$ cat config.mk
export PLATFORM = sky130hd
export DESIGN_NAME = vector_mem_sequencer
export DESIGN_NICKNAME = d
export VERILOG_FILES = /design/src/rtl/vector_mem_sequencer.sv
export SDC_FILE = /design/constraint.sdc
export NUM_CORES = 1
export LEC_CHECK = 0
export CAP_MARGIN = 15
export CORE_AREA = 3 3 225 227
export CTS_CLUSTER_SIZE = 20
export DETAILED_ROUTE_END_ITERATION = 10
export DIE_AREA = 0 0 228 230
export GPL_ROUTABILITY_DRIVEN = 1
export PLACE_DENSITY = 0.86
export SLEW_MARGIN = 20
export SYNTH_ARGS = -nofsm -noshare
export SYNTH_HDL_FRONTEND = slang
export SYNTH_SLANG_ARGS = --single-unit
$ cat constraint.sdc
create_clock -name clk -period 32.2 [get_ports clk]
set_input_delay 3.22 -clock clk [delete_from_list [all_inputs] [get_ports clk]]
set_output_delay 3.22 -clock clk [all_outputs]
set_load 0.1 [all_outputs]
$ cat src/rtl/vector_mem_sequencer.sv
// ---------------------------------------------------------------------------
// vector_mem_sequencer
//
// MEM-stage sequencer for vector loads and stores. A LANES x ELEM_W vector
// access is split into one ELEM_W-wide memory transaction per lane on a simple
// req/ack port. Lane results of a load are assembled into load_vec, which feeds
// the MEM/WB segment. While an access is in flight the pipeline is stalled.
//
// Ports
//   clk          clock, rising edge
//   rst          asynchronous, active-high reset
//   start_load   vector load request (sampled in IDLE only)
//   start_store  vector store request (sampled in IDLE only)
//   base_addr    element address of lane 0, captured on accept
//   store_vec    store data, lane i = store_vec[i], captured on accept
//   mem_req      memory transaction valid
//   mem_we       1 = write, 0 = read (meaningful while mem_req is high)
//   mem_addr     element address of the current transaction
//   mem_wdata    write data of the current transaction
//   mem_rdata    read data, valid with mem_ack
//   mem_ack      transaction complete (ignored while mem_req is low)
//   load_vec     assembled load vector
//   stall        freeze the pipeline segments
//   busy         state is not IDLE
//   done         one-cycle pulse when an access completes
//   conflict     one-cycle pulse when load and store start together
// ---------------------------------------------------------------------------
module vector_mem_sequencer #(
  parameter int LANES  = 16,
  parameter int ELEM_W = 16,
  parameter int ADDR_W = 16
) (
  input  logic                           clk,
  input  logic                           rst,
  input  logic                           start_load,
  input  logic                           start_store,
  input  logic [ADDR_W-1:0]              base_addr,
  input  logic [LANES-1:0][ELEM_W-1:0]   store_vec,
  output logic                           mem_req,
  output logic                           mem_we,
  output logic [ADDR_W-1:0]              mem_addr,
  output logic [ELEM_W-1:0]              mem_wdata,
  input  logic [ELEM_W-1:0]              mem_rdata,
  input  logic                           mem_ack,
  output logic [LANES-1:0][ELEM_W-1:0]   load_vec,
  output logic                           stall,
  output logic                           busy,
  output logic                           done,
  output logic                           conflict
);

  localparam int IDX_W = (LANES > 1) ? $clog2(LANES) : 1;
  localparam logic [IDX_W-1:0] LAST_IDX = IDX_W'(LANES - 1);

  typedef enum logic [1:0] {
    S_IDLE   = 2'd0,
    S_ACCESS = 2'd1,
    S_DONE   = 2'd2
  } state_t;

  state_t                         state_q, state_d;
  logic [IDX_W-1:0]               idx_q, idx_d;
  logic                           op_we_q, op_we_d;
  logic [ADDR_W-1:0]              addr_q, addr_d;
  logic [LANES-1:0][ELEM_W-1:0]   wdata_q, wdata_d;
  logic [LANES-1:0][ELEM_W-1:0]   load_vec_q, load_vec_d;

  logic start_any;
  assign start_any = start_load | start_store;

  // State register. Reset clears everything, so an aborted access leaves no
  // partial load data behind and produces no done pulse.
  always_ff @(posedge clk or posedge rst) begin
    if (rst) begin
      state_q    <= S_IDLE;
      idx_q      <= '0;
      op_we_q    <= 1'b0;
      addr_q     <= '0;
      wdata_q    <= '0;
      load_vec_q <= '0;
    end else begin
      state_q    <= state_d;
      idx_q      <= idx_d;
      op_we_q    <= op_we_d;
      addr_q     <= addr_d;
      wdata_q    <= wdata_d;
      load_vec_q <= load_vec_d;
    end
  end

  // Next-state logic
  always_comb begin
    state_d    = state_q;
    idx_d      = idx_q;
    op_we_d    = op_we_q;
    addr_d     = addr_q;
    wdata_d    = wdata_q;
    load_vec_d = load_vec_q;

    unique case (state_q)
      S_IDLE: begin
        if (start_any) begin
          addr_d  = base_addr;
          wdata_d = store_vec;
          // Load wins when both requests arrive together.
          op_we_d = start_store & ~start_load;
          idx_d   = '0;
          state_d = S_ACCESS;
        end
      end

      S_ACCESS: begin
        if (mem_ack) begin
          if (!op_we_q) begin
            load_vec_d[idx_q] = mem_rdata;
          end
          // idx is left at the last lane on exit; it is reloaded on accept.
          if (idx_q == LAST_IDX) begin
            state_d = S_DONE;
          end else begin
            idx_d = idx_q + 1'b1;
          end
        end
      end

      S_DONE: begin
        state_d = S_IDLE;
      end

      default: begin
        state_d = S_IDLE;
      end
    endcase
  end

  // Outputs. stall and conflict depend on the live start inputs; they are
  // masked by rst so that every output reads 0 while reset is held.
  always_comb begin
    mem_req   = 1'b0;
    mem_we    = 1'b0;
    mem_addr  = '0;
    mem_wdata = '0;
    stall     = 1'b0;
    busy      = 1'b0;
    done      = 1'b0;
    conflict  = 1'b0;

    unique case (state_q)
      S_IDLE: begin
        stall    = start_any & ~rst;
        conflict = start_load & start_store & ~rst;
      end

      S_ACCESS: begin
        mem_req   = 1'b1;
        mem_we    = op_we_q;
        // Address wraps modulo 2^ADDR_W.
        mem_addr  = addr_q + ADDR_W'(idx_q);
        mem_wdata = wdata_q[idx_q];
        stall     = 1'b1;
        busy      = 1'b1;
      end

      S_DONE: begin
        // stall is released here so the downstream segment samples load_vec.
        busy = 1'b1;
        done = 1'b1;
      end

      default: begin
        mem_req = 1'b0;
      end
    endcase
  end

  assign load_vec = load_vec_q;

endmodule

Yosys cells after proc, flatten, opt, wreduce, memory -nomap -nowiden

Cells that the tools add are included.

Add/sub/neg operators: 2
Magnitude comparators: 2
Eq/ne operators: 7
Mux-type cells: 21
Bitwise gates (word level): 8
Reduce and logical (&&, ||, !) cells: 8

Operator list:

| cell                                                                   | number |
|---|---|
| 256-bit bitwise mux                                                    | 1 |
| 16-bit binary-select mux with 4-bit select                             | 1 |
| 16-bit demux with 4-bit select                                         | 1 |
| 16-bit 2-to-1 mux                                                      | 4 |
| 16-bit by 4-bit adder with 16-bit output                               | 1 |
| 4-bit 2-to-1 mux                                                       | 3 |
| 2-bit inequality test (second input constant)                          | 4 |
| 4-bit one-hot mux with 2 select lines                                  | 1 |
| 2-bit 2-to-1 mux                                                       | 3 |
| 3-bit AND reduction                                                    | 2 |
| 4-bit by 5-bit < comparator with 1-bit output (second input constant)  | 1 |
| 1-bit 2-to-1 mux                                                       | 5 |
| 4-bit by 1-bit adder with 4-bit output (second input constant)         | 1 |
| 1-bit bitwise AND                                                      | 4 |
| 4-bit == test (second input constant)                                  | 1 |
| 4-bit by 1-bit >= comparator with 1-bit output (second input constant) | 1 |
| 2-bit one-hot mux with 2 select lines                                  | 1 |
| 4-bit AND reduction                                                    | 1 |
| 1-bit NOT                                                              | 3 |
| 2-bit by 1-bit == test with 1-bit output (second input constant)       | 1 |
| 2-bit == test (second input constant)                                  | 1 |
| 2-bit zero test                                                        | 1 |
| 1-bit one-hot mux with 2 select lines                                  | 1 |
| 2-bit AND reduction                                                    | 1 |
| other kinds (4)                                                        | 4 |

Flip-flop bits (word level): 535
Bits of input ports: 293
Output and inout bits: 294

Longest topological paths before layout

Depth after elaboration: 5
Depth in mapped cells: 9
Depth with buffers taken out: 7

Worst setup path after synthesis

Ideal clock, no wire load.

Kind: input port to output port
From: in rst
To: out conflict
Data arrival time: 16.068 ns
Required time: 28.980 ns
Path slack: 12.912 ns
Cell stages on the path: 2
Path buffers: 0
Path through: inv_1 -> and4_1

Cells in the longest elaborated chain, start to end: 3

Ends and longest elaborated chain:

| item              | line | source |
|---|---|---|
| from (decl)       | 34   | `input logic rst,` |
| 1-bit NOT         | 151  | `conflict = start_load & start_store & ~rst;` |
| 1-bit bitwise AND | 151  |  |
| 1-bit 2-to-1 mux  | 148  | `unique case (state_q)` |
| to (decl)         | 49   | `output logic conflict` |

Every way passes these cells.

Worst setup path in the final report

Ends and elaborated chain as after synthesis.

==> results.ini <==
[status]
status = finished clean

[clock_tree]
cts_buffer_depth = 3
clk_pin_slew_ns = 0.06
cts_buffers = 54
cts_tree = built
cts_sinks = 535
insertion_delay_ns = 0.59
htree_levels = 2
cts_resized = 0
post-cts-setup-buffers = 0
ctsHoldBuffers = 0
cts_root_buf = clkbuf_16

[placement]
gp_congestion = 0.856
portBuffers = 586
place_ws_ns = 22.91
dp_hpwl_mm = 49.1

[global_routing]
grt_pass1_wl_mm = 102
grt.total_usage = 0.256
antenna_found_initial = 16
gr-total-overflow = 0
grt_max_degree = 189
first_global_vias = 16100

[die]
rows = 81
die-height_um = 230
die-area_um2 = 52400
pin_count = 587
fp.coreArea_um2 = 48800
die_x_um = 228
initial_core_util = 0.470

[power_and_ir_drop]
power.share.clock = 0.171
vdd_drop_max_uv = 104
switching_share = 0.475
p_per_area_nw_per_um2 = 118
switchingPower_w = 0.00174
p_int_w = 0.00192
seqPwrFrac = 0.302
leakagePower_nw = 13.6
comb_power_share = 0.527

[yosys]
syn-cell-area_um2 = 23000
yosysMostFrequentCell = dfrtp_1
yosysWarnings = 0
synthCells = 1482
syn_nets = 1787
synth_area_per_cell_um2 = 15.5
synth.largest_area_cell = dfrtp_1
synth_seq_cells = 535
seq_area_frac_synth = 0.583
async_flop_share = 1.00
synth-edff-count = 0
synthTopCellsByCount = dfrtp_1, mux2_2, mux2i_1
yosysUniqueCellTypes = 52
synthTopCellsByArea = dfrtp_1, mux2_2, mux4_2
synth_flop_cell = dfrtp_1
synth_top_area_frac = 0.583

[setup_path]
worstPathMaxFanout = 132
r2r_slack_ns = 29.06
end_kind = output port
r2r_start = state_q[0]
crit_arrival_ns = 5.94
path_class = primary input to output port
worstSetupStartpointType = primary input
cp_data_required_time_ns = 28.98
rr_worst_depth = 6
r2r_end = wdata_q[90]

[layout]
ff_latch_area_um2 = 13400
area_growth_syn_to_layout_pct = 35.0
nNetsFinal = 2343
n_fill_cell = 3546
drive_above_1_share = 0.329
multiInputGateArea_um2 = 8960

[hold_path]
holdPathStages = 1
min-delay-start = wdata_q[235]
hp-class = flip-flop to flip-flop
hold_end = wdata_q[235]

[sta]
hold_viol_final = 0
setup-tns-final_ns = 0
rsz0062_at_grt = false
final.min_clock_period_ns = 9.16
worst_pin_slew_ns = 1.16
post-route-period-util = 0.284
finalSetupViolCount = 0
timing.final.ws_setup_ns = 23.04
timing.hold.ws_ns = 0.500
report.final.slew_viol_count = 0
slew-limit-headroom = 0.224
fmax_ghz = 0.109
worst_clock_skew_ns = 0.0258

[route]
route.detailed.drc = 0
dr.first_iter.drc_count = 966
drt-total-wl_mm = 68.4
vias = 15100
dr.pass1.iters = 5
wl_per_cell_um = 24.9
vias_per_cell = 5.48
final_antenna_net_count = 0

[run]
maxCapViolations = 0

==> critical path: stages <==
cell	delay [ns]
clkdlybuf4s50_1	0.51
inv_8	0.64
and4_1	0.37
clkdlybuf4s50_1	1.17
==> worst max-delay path by stage <==
stage | from | to | slack, ns | cells after the start
after CTS | rst | conflict | 22.90 | 4
after global placement | rst | conflict | 22.91 | 4
after floorplan | rst | conflict | 12.91 | 2
after detailed placement | rst | conflict | 22.91 | 4
after global routing | rst | conflict | 22.80 | 4
final | rst | conflict | 23.04 | 4
==> registers in the layout, summed over array words and instances, names as in the netlist <==
signal    flops
load_vec    256
wdata_q     256
addr_q       16
idx_q         4
state_q       2
op_we_q       1
==> metrics by stage <==
stage               instance area (µm²)  total power (W)   util  instances
detailed placement                29200          0.00304  0.598       2646
global placement                  29200          0.00299  0.598       2646
finish                            31000          0.00366  0.635       2752
CTS                               31000          0.00368  0.634       2740
floorplan                         23000          0.00255      -       1482
global route                      31000          0.00380  0.634       2747
==> layout by cell type (no fill, tap or decap), types with 3 or more instances in the layout <==
cell type	instances
nand3_2	4
nor2_1	12
a21oi_1	14
clkinv_2	4
clkbuf_1	16
a22oi_1	48
o21ai_1	3
clkbuf_16	54
a211oi_1	4
dfrtp_1	533
or3_1	3
mux4_2	32
nand2_4	5
nand2_1	23
clkbuf_8	12
ha_1	11
and2_1	3
diode_2	12
nor2_8	12
nand2b_1	8
bufinv_16	4
clkdlybuf4s50_1	584
buf_4	10
xnor2_1	3
nand3_1	6
mux2_2	529
nor2b_1	3
o21ai_0	19
mux2i_1	67
inv_1	7
==> power by group through the flow <==
| stage | Combinational, W | Clock [W] | Sequential [W] |
|---|---|---|---|
| after floorplan | 0.000865 | 0 | 0.00168 |
| final | 0.00193 | 0.000626 | 0.00111 |
| after CTS | 0.00194 | 0.000637 | 0.00110 |
| after global routing | 0.00200 | 0.000664 | 0.00114 |
| after global placement | 0.00190 | 0 | 0.00109 |
| after detailed placement | 0.00193 | 0 | 0.00111 |
==> cells by family after synthesis <==
group                    Yosys count  share of synthesized area
XOR/XNOR                           4                    0.00153
AND/OR/NAND/NOR                   92                     0.0306
multiplexers                     628                      0.320
flip-flops                       535                      0.583
buffers and inverters            107                     0.0273
adder cells (fa/ha/maj)           12                    0.00686
AO/OA/AOI/OAI                    104                     0.0308
==> per-layer routing <==
| layer | global-route usage | routed length (µm) | vias to the layer above |
|---|---|---|---|
| met4 | 0.0843 | 1930 | 12 |
| met1 | 0.296 | 25300 | 7850 |
| met5 | 0 | 89 | - |
| met2 | 0.454 | 35500 | 616 |
| li1 | - | - | 6501 |
| met3 | 0.0795 | 5580 | 114 |
==> layout make-up <==
| cell class | count | share of cell area |
|---|---|---|
| flip-flops and latches | 535 | 0.432 |
| multi-input cells | 840 | 0.289 |
| repair buffers | 598 | 0.193 |
| clock buffers | 82 | 0.0509 |
| well taps | 664 | 0.0268 |
| clock inverters | 12 | 0.00585 |
| inverters | 9 | 0.00133 |
| diodes | 12 | 0.000969 |
Power figures use the tool's default switching activity.
